<file path="config.mk">
export PLATFORM = sky130hd
export DESIGN_NAME = snd_cmd_mailbox
export DESIGN_NICKNAME = d
export VERILOG_FILES = /design/src/rtl/snd_pkg.sv /design/src/rtl/snd_fifo_core.sv /design/src/rtl/snd_cmd_mailbox.sv
export SDC_FILE = /design/constraint.sdc
export NUM_CORES = 1
export LEC_CHECK = 0
export ABC_CLOCK_PERIOD_IN_PS = 10800
export BUFFER_PORTS_ARGS = -buffer_cell sky130_fd_sc_hd__clkbuf_2
export CAP_MARGIN = 40
export CELL_PAD_IN_SITES_DETAIL_PLACEMENT = 0
export CELL_PAD_IN_SITES_GLOBAL_PLACEMENT = 1
export CORE_AREA = 2 2 86 88
export DETAILED_ROUTE_END_ITERATION = 8
export DIE_AREA = 0 0 88 90
export HOLD_SLACK_MARGIN = 0.08
export PLACE_DENSITY_LB_ADDON = 0.1
export SYNTH_ARGS = -nofsm -noshare
export SYNTH_HDL_FRONTEND = slang
export SYNTH_HIERARCHICAL = 1
export SYNTH_SLANG_ARGS = --single-unit
export TNS_END_PERCENT = 30
</file>
<file path="constraint.sdc">
create_clock -name clk_sys -period 10.8 [get_ports clk_sys]
set_input_delay 3.24 -clock clk_sys [delete_from_list [all_inputs] [get_ports clk_sys]]
set_output_delay 3.24 -clock clk_sys [all_outputs]
set_load 0.005 [all_outputs]
</file>
<file path="src/rtl/snd_pkg.sv">
// snd_pkg: shared constants and helpers for the sound-command mailbox.
//   IRQ_LEVEL / IRQ_PULSE      : irq_n generation modes
//   OVF_DROP / OVF_OVERWRITE   : policy for a push into a full FIFO
//   HOLD_W                     : width of the pulse-mode hold counter
//   cnt_w()                    : occupancy width able to hold 0..DEPTH
package snd_pkg;

  localparam int IRQ_LEVEL     = 0;
  localparam int IRQ_PULSE     = 1;

  localparam int OVF_DROP      = 0;
  localparam int OVF_OVERWRITE = 1;

  localparam int HOLD_W        = 4;

  // Occupancy must represent DEPTH itself, hence DEPTH+1 states.
  function automatic int cnt_w(input int depth);
    return $clog2(depth + 1);
  endfunction

endpackage

</file>
<file path="src/rtl/snd_fifo_core.sv">
// snd_fifo_core: storage, pointers and occupancy of the command FIFO, with a
// registered head output that always shows the oldest entry.
// The caller guarantees legality: push never occurs when full unless pop is
// also asserted, and pop never occurs when empty.
// Ports:
//   clk_sys, reset : clock, synchronous active-high reset
//   push, wr_data  : write wr_data at the tail
//   pop            : discard the head
//   rd_data        : registered head entry (holds its value while empty)
//   count          : occupancy 0..DEPTH
//   empty, full    : occupancy flags
module snd_fifo_core
  import snd_pkg::*;
#(
  parameter int DW    = 8,
  parameter int DEPTH = 4
) (
  input  logic                    clk_sys,
  input  logic                    reset,
  input  logic                    push,
  input  logic [DW-1:0]           wr_data,
  input  logic                    pop,
  output logic [DW-1:0]           rd_data,
  output logic [cnt_w(DEPTH)-1:0] count,
  output logic                    empty,
  output logic                    full
);

  localparam int AW = $clog2(DEPTH);
  localparam int CW = cnt_w(DEPTH);

  logic [DW-1:0] mem [DEPTH];
  logic [AW-1:0] wr_ptr;
  logic [AW-1:0] rd_ptr;
  logic [AW-1:0] rd_ptr_nxt;
  logic [CW-1:0] count_nxt;
  logic [DW-1:0] head_nxt;

  // NOTE: every variable gets a value on every path through always_comb,
  // otherwise synthesis infers a latch to hold the old value.
  always_comb begin
    rd_ptr_nxt = rd_ptr + AW'(pop);
    count_nxt  = count + CW'(push) - CW'(pop);
    // When the slot being written is about to become the head (push into
    // empty, or push+pop with a single entry) the array has not been
    // updated yet, so forward the incoming word.
    head_nxt   = (push && (wr_ptr == rd_ptr_nxt)) ? wr_data : mem[rd_ptr_nxt];
  end

  // NOTE: the storage array has no reset; pointers and count define which
  // entries are valid, so clearing the array would only cost logic.
  always_ff @(posedge clk_sys) begin
    if (push) mem[wr_ptr] <= wr_data;
  end

  // NOTE: sequential state uses non-blocking assignments so every register
  // samples pre-edge values regardless of statement order.
  always_ff @(posedge clk_sys) begin
    if (reset) begin
      wr_ptr  <= '0;
      rd_ptr  <= '0;
      count   <= '0;
      rd_data <= '0;
    end else begin
      wr_ptr <= wr_ptr + AW'(push);
      rd_ptr <= rd_ptr_nxt;
      count  <= count_nxt;
      // With nothing left the head keeps its last value.
      if (count_nxt != '0) rd_data <= head_nxt;
    end
  end

  assign empty = (count == '0);
  assign full  = (count == CW'(DEPTH));

endmodule

</file>
<file path="src/rtl/snd_cmd_mailbox.sv">
// snd_cmd_mailbox: main-CPU -> audio-CPU command channel. A DEPTH-entry FIFO
// with push/pop qualification, a drop-or-overwrite overflow policy, a sticky
// overflow flag and a level or held-pulse IRQ towards the audio CPU.
// Ports:
//   clk_sys, reset : system clock, synchronous active-high reset
//   wr_en, wr_data : producer push strobe and command word
//   rd_ce, rd_en   : consumer clock enable and pop request
//   rd_data        : registered head entry
//   irq_n          : active-low IRQ (level: non-empty; pulse: HOLD rd_ce ticks)
//   irq_ack        : pulse mode only, clears the hold counter
//   empty, full    : occupancy flags
//   count          : occupancy
//   ovf, ovf_clr   : sticky overflow flag and its clear
module snd_cmd_mailbox
  import snd_pkg::*;
#(
  parameter int DW       = 8,
  parameter int DEPTH    = 4,
  parameter int IRQ_MODE = IRQ_LEVEL,
  parameter int HOLD     = 3,
  parameter int OVF_MODE = OVF_DROP
) (
  input  logic                    clk_sys,
  input  logic                    reset,
  input  logic                    wr_en,
  input  logic [DW-1:0]           wr_data,
  input  logic                    rd_ce,
  input  logic                    rd_en,
  output logic [DW-1:0]           rd_data,
  output logic                    irq_n,
  input  logic                    irq_ack,
  output logic                    empty,
  output logic                    full,
  output logic [cnt_w(DEPTH)-1:0] count,
  output logic                    ovf,
  input  logic                    ovf_clr
);

  localparam logic [HOLD_W-1:0] HOLD_V = HOLD_W'(HOLD);

  logic              pop_ok;
  logic              push_ok;
  logic              ovf_evt;
  logic              core_pop;
  logic [HOLD_W-1:0] hold_cnt;
  logic [HOLD_W-1:0] hold_nxt;

  always_comb begin
    pop_ok   = rd_ce & rd_en & ~empty;
    // A full FIFO still takes a push when the same cycle frees a slot.
    push_ok  = wr_en & (~full | pop_ok | (OVF_MODE == OVF_OVERWRITE));
    ovf_evt  = wr_en & full & ~pop_ok;
    // Overwrite on full retires the oldest entry together with the write.
    core_pop = pop_ok | (push_ok & full);

    hold_nxt = hold_cnt;
    if (push_ok)                       hold_nxt = HOLD_V;
    else if (irq_ack)                  hold_nxt = '0;
    else if (rd_ce && hold_cnt != '0)  hold_nxt = hold_cnt - 1'b1;
  end

  snd_fifo_core #(
    .DW    (DW),
    .DEPTH (DEPTH)
  ) u_core (
    .clk_sys (clk_sys),
    .reset   (reset),
    .push    (push_ok),
    .wr_data (wr_data),
    .pop     (core_pop),
    .rd_data (rd_data),
    .count   (count),
    .empty   (empty),
    .full    (full)
  );

  always_ff @(posedge clk_sys) begin
    if (reset) begin
      ovf      <= 1'b0;
      hold_cnt <= '0;
      irq_n    <= 1'b1;
    end else begin
      // A same-cycle overflow beats a clear so no event is ever lost.
      if (ovf_evt)      ovf <= 1'b1;
      else if (ovf_clr) ovf <= 1'b0;
      hold_cnt <= hold_nxt;
      irq_n    <= (IRQ_MODE == IRQ_PULSE) ? (hold_cnt == '0) : empty;
    end
  end

endmodule

</file>
==> results of run 1 <==
through the flow:
| step | instance area (sq um) | power [mW] |
|---|---|---|
| global route | 2404 | 0.6454 |
| finish | 2404 | 0.5980 |
| detailed placement | 2313 | 0.4988 |
| global placement | 2283 | 0.4937 |
| CTS | 2404 | 0.6109 |
| floorplan | 2049 | 0.4571 |
synth_stat cells:
cell / instances
xor2_1: 1
mux4_2: 4
nor3b_1: 2
and3b_2: 1
dfxtp_1: 17
nor2_1: 9
nand3_1: 1
o21a_1: 1
xnor2_1: 2
a211oi_2: 8
mux4_1: 4
nand2_1: 2
or3b_1: 1
buf_6: 1
or2_1: 1
xnor3_1: 2
buf_2: 1
or3_1: 1
edfxtp_1: 32
o31ai_2: 1
inv_1: 5
ha_1: 4
nor3_1: 2
nor2b_1: 6
mux2i_1: 8
nor2_2: 1
and3_1: 1
fa_1: 1
buf_1: 1
buf_12: 1
power by group:
part / switching, mW / internal [mW] / leakage (nW)
registers: 0.0179 / 0.236 / 0.434
logic: 0.124 / 0.110 / 0.446
clock network: 0.0634 / 0.0460 / 0.0445
logic make-up (layout without fill, tap and decap cells):
logic type | after synthesis | after routing
DFF | 49 | 49
and+or+nand+nor | 28 | 28
muxes | 16 | 16
AOI/OAI and AO/OA | 10 | 10
buffers and inverters | 9 | 45
adders and majority gates | 5 | 5
xor gates and xnor gates | 5 | 5
registers in the layout (all words and copies together), names as in the netlist:
| register | count |
|---|---|
| u_core/rd_ptr | 2 |
| irq_n | 1 |
| u_core/count | 3 |
| ovf | 1 |
| u_core/rd_data | 8 |
| u_core/mem | 32 |
| u_core/wr_ptr | 2 |
cell type report:
cell class	count	area [sq um]
Clock inverter	3	21.27
Timing Repair Buffer	32	170.2
Sequential cell	49	1301
Clock buffer	5	68.82
Tap cell	99	123.9
Fill cell	687	4617
Multi-Input combinational cell	64	699.4
Inverter	5	18.77
routing by layer:
metal,vias up,wire length [microns],part of all wire (%)
met5,-,0,0
met4,0,42,1.1
met3,5,105,2.7
met2,17,1901,49
met1,547,1862,48
li1,535,-,-
worst paths after layout:
| kind | from | endpoint | cells past startpoint |
|---|---|---|---|
| setup / recovery | rd_en | u_core/rd_data[7]$_SDFFE_PP0P_ | 12 |
| hold / removal | u_core/rd_data[6]$_SDFFE_PP0P_ | u_core/rd_data[6]$_SDFFE_PP0P_ | 2 |
| setup reg to reg | u_core/count[1]$_SDFF_PP0_ | u_core/rd_data[7]$_SDFFE_PP0P_ | 12 |
| hold reg to reg | u_core/rd_data[6]$_SDFFE_PP0P_ | u_core/rd_data[6]$_SDFFE_PP0P_ | 2 |
worst max-delay path: stages:
cell and delay [ps]:
clkbuf_2 70, and3b_2 250, o21a_1 220, inv_1 130, ha_1 290, inv_1 40
ha_1 180, fa_1 370, xnor3_1 190, or3_1 650, nor2_1 240, a211oi_2 60
==> metrics.md, run 1 <==
| Metric | Value |
|---|---|
| Chip Width | `88 microns` |
| WL/cell | `15.22 microns` |
| Crit Path Category | `input pin to flop` |
| Post-Syn Area | `2049 sq um` |
| Simple-gate portion of the synthesized area | `7.448%` |
| Initial core utilization | `29.19%` |
| M2 GR Usage | `16.16%` |
| Ant. Diodes | `0` |
| Post-Synthesis Cells | `122` |
| DR vias/cell | `4.296` |
| Pwr Density | `248.8 nW/um^2` |
| Final hold vios | `0` |
| Die footprint | `7920 sq um` |
| Routed WL | `3911 microns` |
| Number of CTS-inserted buffers | `5` |
| Gpl congestion | `0.6533` |
| Syn. warnings | `6` |
| Post-layout min period | `5766 ps` |
| CP arrival | `5920 ps` |
| Worst Max-Slew Pin Slew | `755.4 ps` |
| Max-cap violation count | `0` |
| Slew Viols, Final | `0` |
| Detailed Route Iter0 Violations | `66` |
| Final ANT Viol Nets | `0` |
| Most frequent cells in the layout | `32 x edfxtp_1, 28 x clkbuf_2, 17 x dfxtp_1, 9 x nor2_1` |
| Avg Cell Area, Syn | `16.80 sq um` |
| Largest net degree at the start of global routing | `19` |
| R2R Setup Slk | `7340 ps` |
| Met1 Use GR | `15.37%` |
| Seq/Total Area, Yosys | `63.49%` |
| Pre-CTS setup slack | `4684 ps` |
| Largest area contributor in the netlist | `edfxtp_1` |
| Max_slew headroom | `49.64%` |
| Hold_ws | `523.2 ps` |
| Final period util | `53.38%` |
| Worst Path Max Fanout | `16` |
| Input/output buffers | `28` |
| # resized after CTS | `0` |
| CTS Root Cell | `clkbuf_8` |
| Met3 Track Usage GR | `2.479%` |
| Setup total negative slack | `0 ps` |
| Crit end category | `flop` |
| Clock Path Buffers | `2` |
| Seq cells post-synth | `49` |
| Startpoint Class | `input pin` |
| TritonRoute pass-1 iters | `4` |
| Final worst setup slack | `5035 ps` |
| DRC viols | `0` |
| Largest family of logic cells by synthesized area | `multiplexers` |
| TritonCTS clock tree | `yes` |
| Post-Synth Adder-Cell Area | `3.419%` |
| Post-synth cell types | `30` |
| Number of global-route vias before repair | `1114` |
| Post-synthesis compound-gate area fraction | `5.861%` |
| Maximum VDD drop | `81.49 uV` |
| Worst skew pair latency | `300 ps` |
| Leak pwr | `0.9249 nW` |
| Core Box Area | `7020 sq um` |
| Max Clock Freq | `173.4 MHz` |
| RSZ-0062 raised after global routing | `no` |
| Status | `finished clean` |
| Fin util | `34.24%` |
| Mux contribution to synthesized area | `13.43%` |
| Clock sinks | `49` |
| Antenna violations before repair | `0` |
| GRT overflow | `0` |
| Worst hold-check path type | `flop to flop` |
| Std cell rows | `31` |
| Final setup violation count | `0` |
| Synth-to-Final Area Change | `17.28%` |
| Xor/xnor share of the synthesized area | `3.480%` |
| Layout cell share with drive strength beyond 1 | `36.08%` |
| Post-synth top area share | `46.89%` |
| Postcts setup bufs | `0` |
| Clk slew on worst S/H paths | `90 ps` |
| GRT Overall Usage | `10.77%` |
| CP required | `10960 ps` |
| DP Wirelength | `2716 microns` |
| Final #Nets | `177` |
| GRT busiest layer | `met2` |
| Chip height | `90 microns` |
| Clk_skew | `5.763 ps` |
| CTS Hold Bufs | `0` |
| Syn_nets | `142` |
| First-pass GRT wire length | `6272 microns` |
| Via count | `1104` |
| DP Cell Count | `249` |
| H-tree depth | `2` |
| Synth top area cells | `edfxtp_1 47%, dfxtp_1 17%, mux4_1 5.1%` |
| Leading cell type in the layout, fill and taps excluded | `edfxtp_1` |
| Top Ports | `30` |
| Post-Layout Cell Count | `257` |
No activity file was read; power rests on OpenSTA's default activity.
==> run 2: changes to the inputs <==
--- a/config.mk
+++ b/config.mk
@@ -5,7 +5,7 @@
 export SDC_FILE = /design/constraint.sdc
 export NUM_CORES = 1
 export LEC_CHECK = 0
-export ABC_CLOCK_PERIOD_IN_PS = 10800
+export ABC_CLOCK_PERIOD_IN_PS = 5200
 export BUFFER_PORTS_ARGS = -buffer_cell sky130_fd_sc_hd__clkbuf_2
 export CAP_MARGIN = 40
 export CELL_PAD_IN_SITES_DETAIL_PLACEMENT = 0
==> constraint.sdc (replaced) <==
create_clock -name clk_sys -period 5.2 [get_ports clk_sys]
set_input_delay 1.56 -clock clk_sys [delete_from_list [all_inputs] [get_ports clk_sys]]
set_output_delay 1.56 -clock clk_sys [all_outputs]
set_load 0.005 [all_outputs]
==> metrics.md, run 2 (synthesized netlist as in run 1, its figures left out) <==
| Metric | Value |
|---|---|
| DP Wirelength | `2686 microns (was 2716 microns)` |
| Crit Path Category | `input pin to flop (unchanged)` |
| TritonRoute pass-1 iters | `4 (unchanged)` |
| Routed WL | `3953 microns (was 3911 microns)` |
| Final #Nets | `177 (unchanged)` |
| Post-layout min period | `4102 ps` |
| Status | `finished clean (unchanged)` |
| Leak pwr | `0.9249 nW (unchanged)` |
| Worst skew pair latency | `300 ps (about the same)` |
| Top Ports | `30 (unchanged)` |
| Hold_sp | `u_core/rd_data[6]$_SDFFE_PP0P_ (unchanged)` |
| Worst Max-Slew Pin Slew | `772.6 ps (was 755.4 ps)` |
| Synth-to-Final Area Change | `17.28% (unchanged)` |
| Biggest register | `u_core/mem (unchanged)` |
| WL/cell | `15.38 microns (was 15.22 microns)` |
| Leading cell type in the layout, fill and taps excluded | `edfxtp_1 (unchanged)` |
| Worst r2r path cells | `12 (unchanged)` |
| Final setup violation count | `0 (unchanged)` |
| Die footprint | `7920 sq um (unchanged)` |
| Maximum VDD drop | `138.8 uV (was 81.49 uV)` |
| Clock sinks | `49 (unchanged)` |
| Pwr Density | `518.3 nW/um^2 (was 248.8 nW/um^2)` |
| Std cell rows | `31 (unchanged)` |
| Worst hold-check path type | `flop to flop (unchanged)` |
| DR vias/cell | `4.288 (was 4.296)` |
| Number of global-route vias before repair | `1096 (was 1114)` |
| Clk slew on worst S/H paths | `90 ps (about the same)` |
| Chip height | `90 microns (unchanged)` |
| Slew Viols, Final | `0 (unchanged)` |
| Final hold vios | `0 (unchanged)` |
| Detailed Route Iter0 Violations | `61 (was 66)` |
| Setup total negative slack | `0 ps (unchanged)` |
| Max-cap violation count | `0 (unchanged)` |
| Worst R2R End | `u_core/rd_data[2]$_SDFFE_PP0P_ (was u_core/rd_data[7]$_SDFFE_PP0P_)` |
| Fillers | `695 (was 687)` |
| Gpl congestion | `0.6529 (was 0.6533)` |
| DRC viols | `0 (unchanged)` |
| Design Area, Final | `2404 sq um (unchanged)` |
| R2R Setup Slk | `1740 ps (was 7340 ps)` |
| Via count | `1102 (was 1104)` |
| Pre-CTS setup slack | `743.3 ps (was 4684 ps)` |
| Reg-to-reg startpoint | `u_core/count[1]$_SDFF_PP0_ (unchanged)` |
| Most frequent cells in the layout | `32 x edfxtp_1, 28 x clkbuf_2, 17 x dfxtp_1, 9 x nor2_1 (unchanged)` |
| Max Clock Freq | `243.8 MHz` |
| GRT Overall Usage | `10.66% (was 10.77%)` |
| Worst Path Max Fanout | `16 (unchanged)` |
| RSZ-0062 raised after global routing | `no (unchanged)` |
| Worst Hold Depth | `2 (unchanged)` |
| CTS Root Cell | `clkbuf_8 (unchanged)` |
| First-pass GRT wire length | `6120 microns (was 6272 microns)` |
| Max_slew headroom | `48.50% (was 49.64%)` |
| Layout cell share with drive strength beyond 1 | `36.08% (unchanged)` |
| Overall power | `1.246 mW (was 598.0 uW)` |
| Input/output buffers | `28 (unchanged)` |
| Placed instance area | `2313 sq um (unchanged)` |
| H-tree depth | `2 (unchanged)` |
| Number of CTS-inserted buffers | `5 (unchanged)` |
| # resized after CTS | `0 (unchanged)` |
| Largest register FFs | `32 (unchanged)` |
| Hold endpoint | `u_core/rd_data[6]$_SDFFE_PP0P_ (unchanged)` |
| Postcts setup bufs | `0 (unchanged)` |
| Final period util | `78.88%` |
| Ant. Diodes | `0 (unchanged)` |
| Initial core utilization | `29.19% (unchanged)` |
| Startpoint Class | `input pin (unchanged)` |
| Chip Width | `88 microns (unchanged)` |
| CTS Hold Bufs | `0 (unchanged)` |
| TritonCTS clock tree | `yes (unchanged)` |
| CP required | `5360 ps (was 10960 ps)` |
| Antenna violations before repair | `0 (unchanged)` |
| GRT overflow | `0 (unchanged)` |
| Clk_skew | `7.184 ps (was 5.763 ps)` |
| Final worst setup slack | `1098 ps (was 5035 ps)` |
| CP arrival | `4260 ps (was 5920 ps)` |
| Final ANT Viol Nets | `0 (unchanged)` |
| Clock Path Buffers | `2 (unchanged)` |
| Largest net degree at the start of global routing | `19 (unchanged)` |
| Core Box Area | `7020 sq um (unchanged)` |
| Largest regs | `u_core/mem x32, u_core/rd_data x8, u_core/count x3 (unchanged)` |
| Crit end category | `flop (unchanged)` |
## run 2: cell counts in the layout (fill, tap and decap cells not counted)
Identical to the previous run, type by type.
## run 2: through the flow
step	hold slack, ps	util (%)	cells
3_5_place_dp	507.3	32.95	249
2_1_floorplan	513.2	-	122
6_report	521.6	34.24	257
3_3_place_gp	507.2	32.53	245
4_1_cts	526.6	34.24	257
5_1_grt	540.3	34.24	257
## run 2: power by group
group	total, mW	internal (mW)	switching [mW]
sequential	0.527	0.490	0.0368
combinational	0.491	0.229	0.262
clock	0.228	0.0957	0.132
total	1.25	0.815	0.431
## run 2: worst max path at each step
stage	startpoint	end	slack, ps	depth (start not counted)
final	rd_en	u_core/rd_data[2]$_SDFFE_PP0P_	1100	12
after floorplan	rd_en	u_core/rd_data[5]$_SDFFE_PP0P_	1280	13
after global placement	rd_en	u_core/rd_data[2]$_SDFFE_PP0P_	760	12
after global routing	rd_en	u_core/rd_data[2]$_SDFFE_PP0P_	940	12
after detailed placement	rd_en	u_core/rd_data[7]$_SDFFE_PP0P_	740	12
after CTS	rd_en	u_core/rd_data[2]$_SDFFE_PP0P_	1070	12
## run 2: cell type report
| type | count | area [sq um] | area share, % |
|---|---|---|---|
| clock buffers | 5 | 68.82 | 2.863 |
| clock inverters | 3 | 21.27 | 0.8850 |
| repair buffers | 32 | 170.2 | 7.080 |
| flip-flops and latches | 49 | 1301 | 54.14 |
| inverters | 5 | 18.77 | 0.7808 |
| well taps | 99 | 123.9 | 5.154 |
| multi-input cells | 64 | 699.4 | 29.10 |
## run 2: critical path: stages
cell and delay [ps]:
clkbuf_2 70, and3b_2 240, o21a_1 220, inv_1 130, ha_1 290, inv_1 40
ha_1 180, fa_1 380, xnor3_1 190, or3_1 650, nor2_1 250, a211oi_2 60
## run 2: metal layers
metal  vias up  global-route usage (%)  routed length, microns  part of all wire (%)
li1        535                       -                       -                     -
met1       546                   15.00                    1951                    49
met2        16                   15.72                    1865                    47
met3         5                   3.122                      89                   2.3
met4         0                   3.462                      47                   1.2
met5         -                       0                       0                     0
==> run 3: changes to the inputs <==
--- a/config.mk
+++ b/config.mk
@@ -5,14 +5,15 @@
 export SDC_FILE = /design/constraint.sdc
 export NUM_CORES = 1
 export LEC_CHECK = 0
-export ABC_CLOCK_PERIOD_IN_PS = 5200
+export ABC_AREA = 1
+export ABC_CLOCK_PERIOD_IN_PS = 3930
 export BUFFER_PORTS_ARGS = -buffer_cell sky130_fd_sc_hd__clkbuf_2
 export CAP_MARGIN = 40
 export CELL_PAD_IN_SITES_DETAIL_PLACEMENT = 0
 export CELL_PAD_IN_SITES_GLOBAL_PLACEMENT = 1
-export CORE_AREA = 2 2 86 88
+export CORE_AREA = 2 2 90 92
 export DETAILED_ROUTE_END_ITERATION = 8
-export DIE_AREA = 0 0 88 90
+export DIE_AREA = 0 0 92 94
 export HOLD_SLACK_MARGIN = 0.08
 export PLACE_DENSITY_LB_ADDON = 0.1
 export SYNTH_ARGS = -nofsm -noshare
==> constraint.sdc (replaced) <==
create_clock -name clk_sys -period 3.93 [get_ports clk_sys]
set_input_delay 1.179 -clock clk_sys [delete_from_list [all_inputs] [get_ports clk_sys]]
set_output_delay 1.179 -clock clk_sys [all_outputs]
set_load 0.005 [all_outputs]
==> metrics.md, run 3 <==
| Metric | Value |
|---|---|
| H-tree depth | `2 (unchanged)` |
| Antenna violations before repair | `0 (unchanged)` |
| Max-cap violation count | `0 (unchanged)` |
| Leading cell type in the layout, fill and taps excluded | `nand2_1 (was edfxtp_1)` |
| Mux contribution to synthesized area | `0% (was 13.43%)` |
| Detailed Route Iter0 Violations | `99 (was 61)` |
| Max_slew headroom | `67.78% (was 48.50%)` |
| WP depth | `14 (was 12)` |
| Worst path max stage delay | `450 ps (was 650 ps)` |
| Final hold vios | `0 (unchanged)` |
| Die footprint | `8648 sq um (was 7920 sq um)` |
| Number of global-route vias before repair | `1548 (was 1096)` |
| Seq cells post-synth | `49 (unchanged)` |
| Layout cell share with drive strength beyond 1 | `21.91% (was 36.08%)` |
| Avg Cell Area, Syn | `9.226 sq um (was 16.80 sq um)` |
| Top Ports | `30 (unchanged)` |
| Core Box Area | `7607 sq um (was 7020 sq um)` |
| Synth Flop Type | `edfxtp_1 (unchanged)` |
| Final period util | `78.29%` |
| Seq/Total Area, Yosys | `57.33% (was 63.49%)` |
| Initial core utilization | `29.84% (was 29.19%)` |
| Fin util | `34.74% (was 34.24%)` |
| Worst r2r path cells | `14 (was 12)` |
| GRT overflow | `0 (unchanged)` |
| First-pass GRT wire length | `8211 microns (was 6120 microns)` |
| Worst hold-check path type | `flop to flop (unchanged)` |
| Pwr Density | `713.5 nW/um^2 (was 518.3 nW/um^2)` |
| Chip Width | `92 microns (was 88 microns)` |
| Clk_skew | `3.356 ps (was 7.184 ps)` |
| Synth async-reset ratio | `0% (unchanged)` |
| Largest area contributor in the netlist | `edfxtp_1 (unchanged)` |
| DP Wirelength | `3539 microns (was 2686 microns)` |
| Synth cell count leaders | `98 x nand2_1, 32 x edfxtp_1, 26 x nor2_1 (was 32 x edfxtp_1, 17 x dfxtp_1, 9 x nor2_1)` |
| DRC viols | `0 (unchanged)` |
| Hold_ws | `478.8 ps (was 521.6 ps)` |
| TritonRoute pass-1 iters | `4 (unchanged)` |
| Startpoint Class | `input pin (unchanged)` |
| CP cell instances | `clkbuf_2 > nand3_2 > a21boi_1 > inv_1 > ha_1 > inv_1 > ha_1 > fa_1 > nor2_1 > nand3_4 > nor2_1 > nor2_1 > nand2_1 > inv_1 (was clkbuf_2 > and3b_2 > o21a_1 > inv_1 > ha_1 > inv_1 > ha_1 > fa_1 > xnor3_1 > or3_1 > nor2_1 > a211oi_2)` |
| Slew Viols, Final | `0 (unchanged)` |
| Setup total negative slack | `0 ps (unchanged)` |
| Clock sinks | `49 (unchanged)` |
| Post-layout min period | `3077 ps` |
| Design Area, Final | `2643 sq um (was 2404 sq um)` |
| Post-synth cell types | `27 (was 30)` |
| Largest register FFs | `32 (unchanged)` |
| Most frequent cells in the layout | `98 x nand2_1, 32 x edfxtp_1, 28 x clkbuf_2, 26 x nor2_1, 19 x inv_1 (was 32 x edfxtp_1, 28 x clkbuf_2, 17 x dfxtp_1, 9 x nor2_1)` |
| Largest regs | `u_core/mem x32, u_core/rd_data x8, u_core/count x3 (unchanged)` |
| Xor/xnor share of the synthesized area | `0.3859% (was 3.480%)` |
| Crit end category | `flop (unchanged)` |
| Biggest register | `u_core/mem (unchanged)` |
| # resized after CTS | `0 (unchanged)` |
| DR vias/cell | `4.151 (was 4.288)` |
| Postcts setup bufs | `0 (unchanged)` |
| Post-Synthesis Cells | `246 (was 122)` |
| Cell with the most instances after synthesis | `nand2_1 (was edfxtp_1)` |
| Final setup violation count | `0 (unchanged)` |
| Placed instance area | `2527 sq um (was 2313 sq um)` |
| WL/cell | `13.16 microns (was 15.38 microns)` |
| Post-synth top area share | `42.34% (was 46.89%)` |
| TritonCTS clock tree | `yes (unchanged)` |
| Via count | `1598 (was 1102)` |
| CTS Root Cell | `clkbuf_8 (unchanged)` |
| Ant. Diodes | `0 (unchanged)` |
| Worst skew pair latency | `300 ps (about the same)` |
| Worst Max-Slew Pin Slew | `481.5 ps (was 772.6 ps)` |
| Synth-to-Final Area Change | `16.43% (was 17.28%)` |
| Final ANT Viol Nets | `0 (unchanged)` |
| Clk slew on worst S/H paths | `90 ps (about the same)` |
| Syn. warnings | `6 (unchanged)` |
| Final #Nets | `302 (was 177)` |
| Crit Path Category | `input pin to flop (unchanged)` |
| Leak pwr | `1.217 nW (was 0.9249 nW)` |
| Largest net degree at the start of global routing | `19 (unchanged)` |
| Fillers | `836 (was 695)` |
| Post-synthesis compound-gate area fraction | `0.9372% (was 5.861%)` |
| Worst Hold Depth | `2 (unchanged)` |
| Post-Syn Area | `2270 sq um (was 2049 sq um)` |
| Input/output buffers | `28 (unchanged)` |
| Simple-gate portion of the synthesized area | `31.48% (was 7.448%)` |
| Worst Path Max Fanout | `16 (unchanged)` |
| RSZ-0062 raised after global routing | `no (unchanged)` |
| Std cell rows | `32 (was 31)` |
| Post-Synth Adder-Cell Area | `3.087% (was 3.419%)` |
| Largest family of logic cells by synthesized area | `simple AND/OR/NAND/NOR gates (was multiplexers)` |
| CP arrival | `3280 ps (was 4260 ps)` |
| CTS Hold Bufs | `0 (unchanged)` |
| Cell family with most CP delay | `adder cells (was simple AND/OR/NAND/NOR gates)` |
| EDFF count, synth | `32 (unchanged)` |
| Gpl congestion | `0.6797 (was 0.6529)` |
| Syn_nets | `266 (was 142)` |
| R2R Setup Slk | `1240 ps (was 1740 ps)` |
| Maximum VDD drop | `430.9 uV (was 138.8 uV)` |
| Status | `finished clean (unchanged)` |
| Max Clock Freq | `325.0 MHz` |
| GRT Overall Usage | `12.75% (was 10.66%)` |
| Clock Path Buffers | `2 (unchanged)` |
| Synth top area cells | `edfxtp_1 42%, nand2_1 16%, dfxtp_1 15% (was edfxtp_1 47%, dfxtp_1 17%, mux4_1 5.1%)` |
| Critical path buffers and inverters | `4 (was 3)` |
| CP required | `4130 ps (was 5360 ps)` |
| Slowest cell on the critical path | `fa_1 (was or3_1)` |
| Routed WL | `5068 microns (was 3953 microns)` |
| Chip height | `94 microns (was 90 microns)` |
| Number of CTS-inserted buffers | `5 (unchanged)` |
==> run 3: cell types whose count changed in the layout (fill, tap and decap cells not counted), moves of 6 or more <==
| cell | change |
|---|---|
| inv_1 | +14 |
| nor2b_1 | -6 |
| a211oi_2 | -8 |
| nand4_1 | +8 |
| nand3_1 | +9 |
| mux2i_1 | -8 |
| nor2_1 | +17 |
| nand2_1 | +96 |
==> run 3: cell families after synthesis <==
group	after synthesis
XOR/XNOR	1
AND/OR/NAND/NOR	158
buffers and inverters	30
flip-flops	49
adder cells (fa/ha/maj)	5
AO/OA/AOI/OAI	3
==> run 3: cell type report <==
class | count | area, sq um | area share [%]
sequential | 49 | 1301 | 49.24
clock inverter | 1 | 7.507 | 0.2841
clock buffer | 7 | 107.6 | 4.072
timing repair buffer | 34 | 185.2 | 7.008
tap | 102 | 127.6 | 4.830
inverter | 25 | 98.84 | 3.741
multi-input combinational | 167 | 814.5 | 30.82
==> run 3: worst min-delay path, delay by kind of cell, from the launching register on <==
family          cells  cell delay [ps]
simple gates        1               70
compound gates      1               50
flops               1              320
==> run 3: power by group <==
part | leakage, nW | total, mW | switching, mW | internal, mW
Combinational | 0.728 | 0.845 | 0.548 | 0.298
Clock | 0.0556 | 0.348 | 0.166 | 0.181
Sequential | 0.434 | 0.693 | 0.0453 | 0.647
==> run 3: worst paths after layout <==
path	endpoint	from
setup / recovery	u_core/rd_data[0]$_SDFFE_PP0P_	rd_ce
hold / removal	ovf$_SDFFE_PP0P_	ovf$_SDFFE_PP0P_
setup reg to reg	u_core/rd_data[0]$_SDFFE_PP0P_	u_core/count[2]$_SDFF_PP0_
hold reg to reg	ovf$_SDFFE_PP0P_	ovf$_SDFFE_PP0P_
==> run 3: routing by layer <==
metal | GRT usage [%] | share of wire, %
met2 | 20.89 | 46
met4 | 4.478 | 1.8
met5 | 0 | 0
met1 | 16.33 | 48
met3 | 3.371 | 3.9
==> run 3: metrics by stage <==
| step | std cells | power, mW | worst slack (ps) |
|---|---|---|---|
| CTS | 385 | 1.922 | 808.7 |
| global placement | 377 | 1.572 | 485.0 |
| global route | 385 | 2.058 | 614.6 |
| floorplan | 246 | 1.342 | 647.4 |
| detailed placement | 377 | 1.565 | 501.2 |
| finish | 385 | 1.885 | 853.2 |
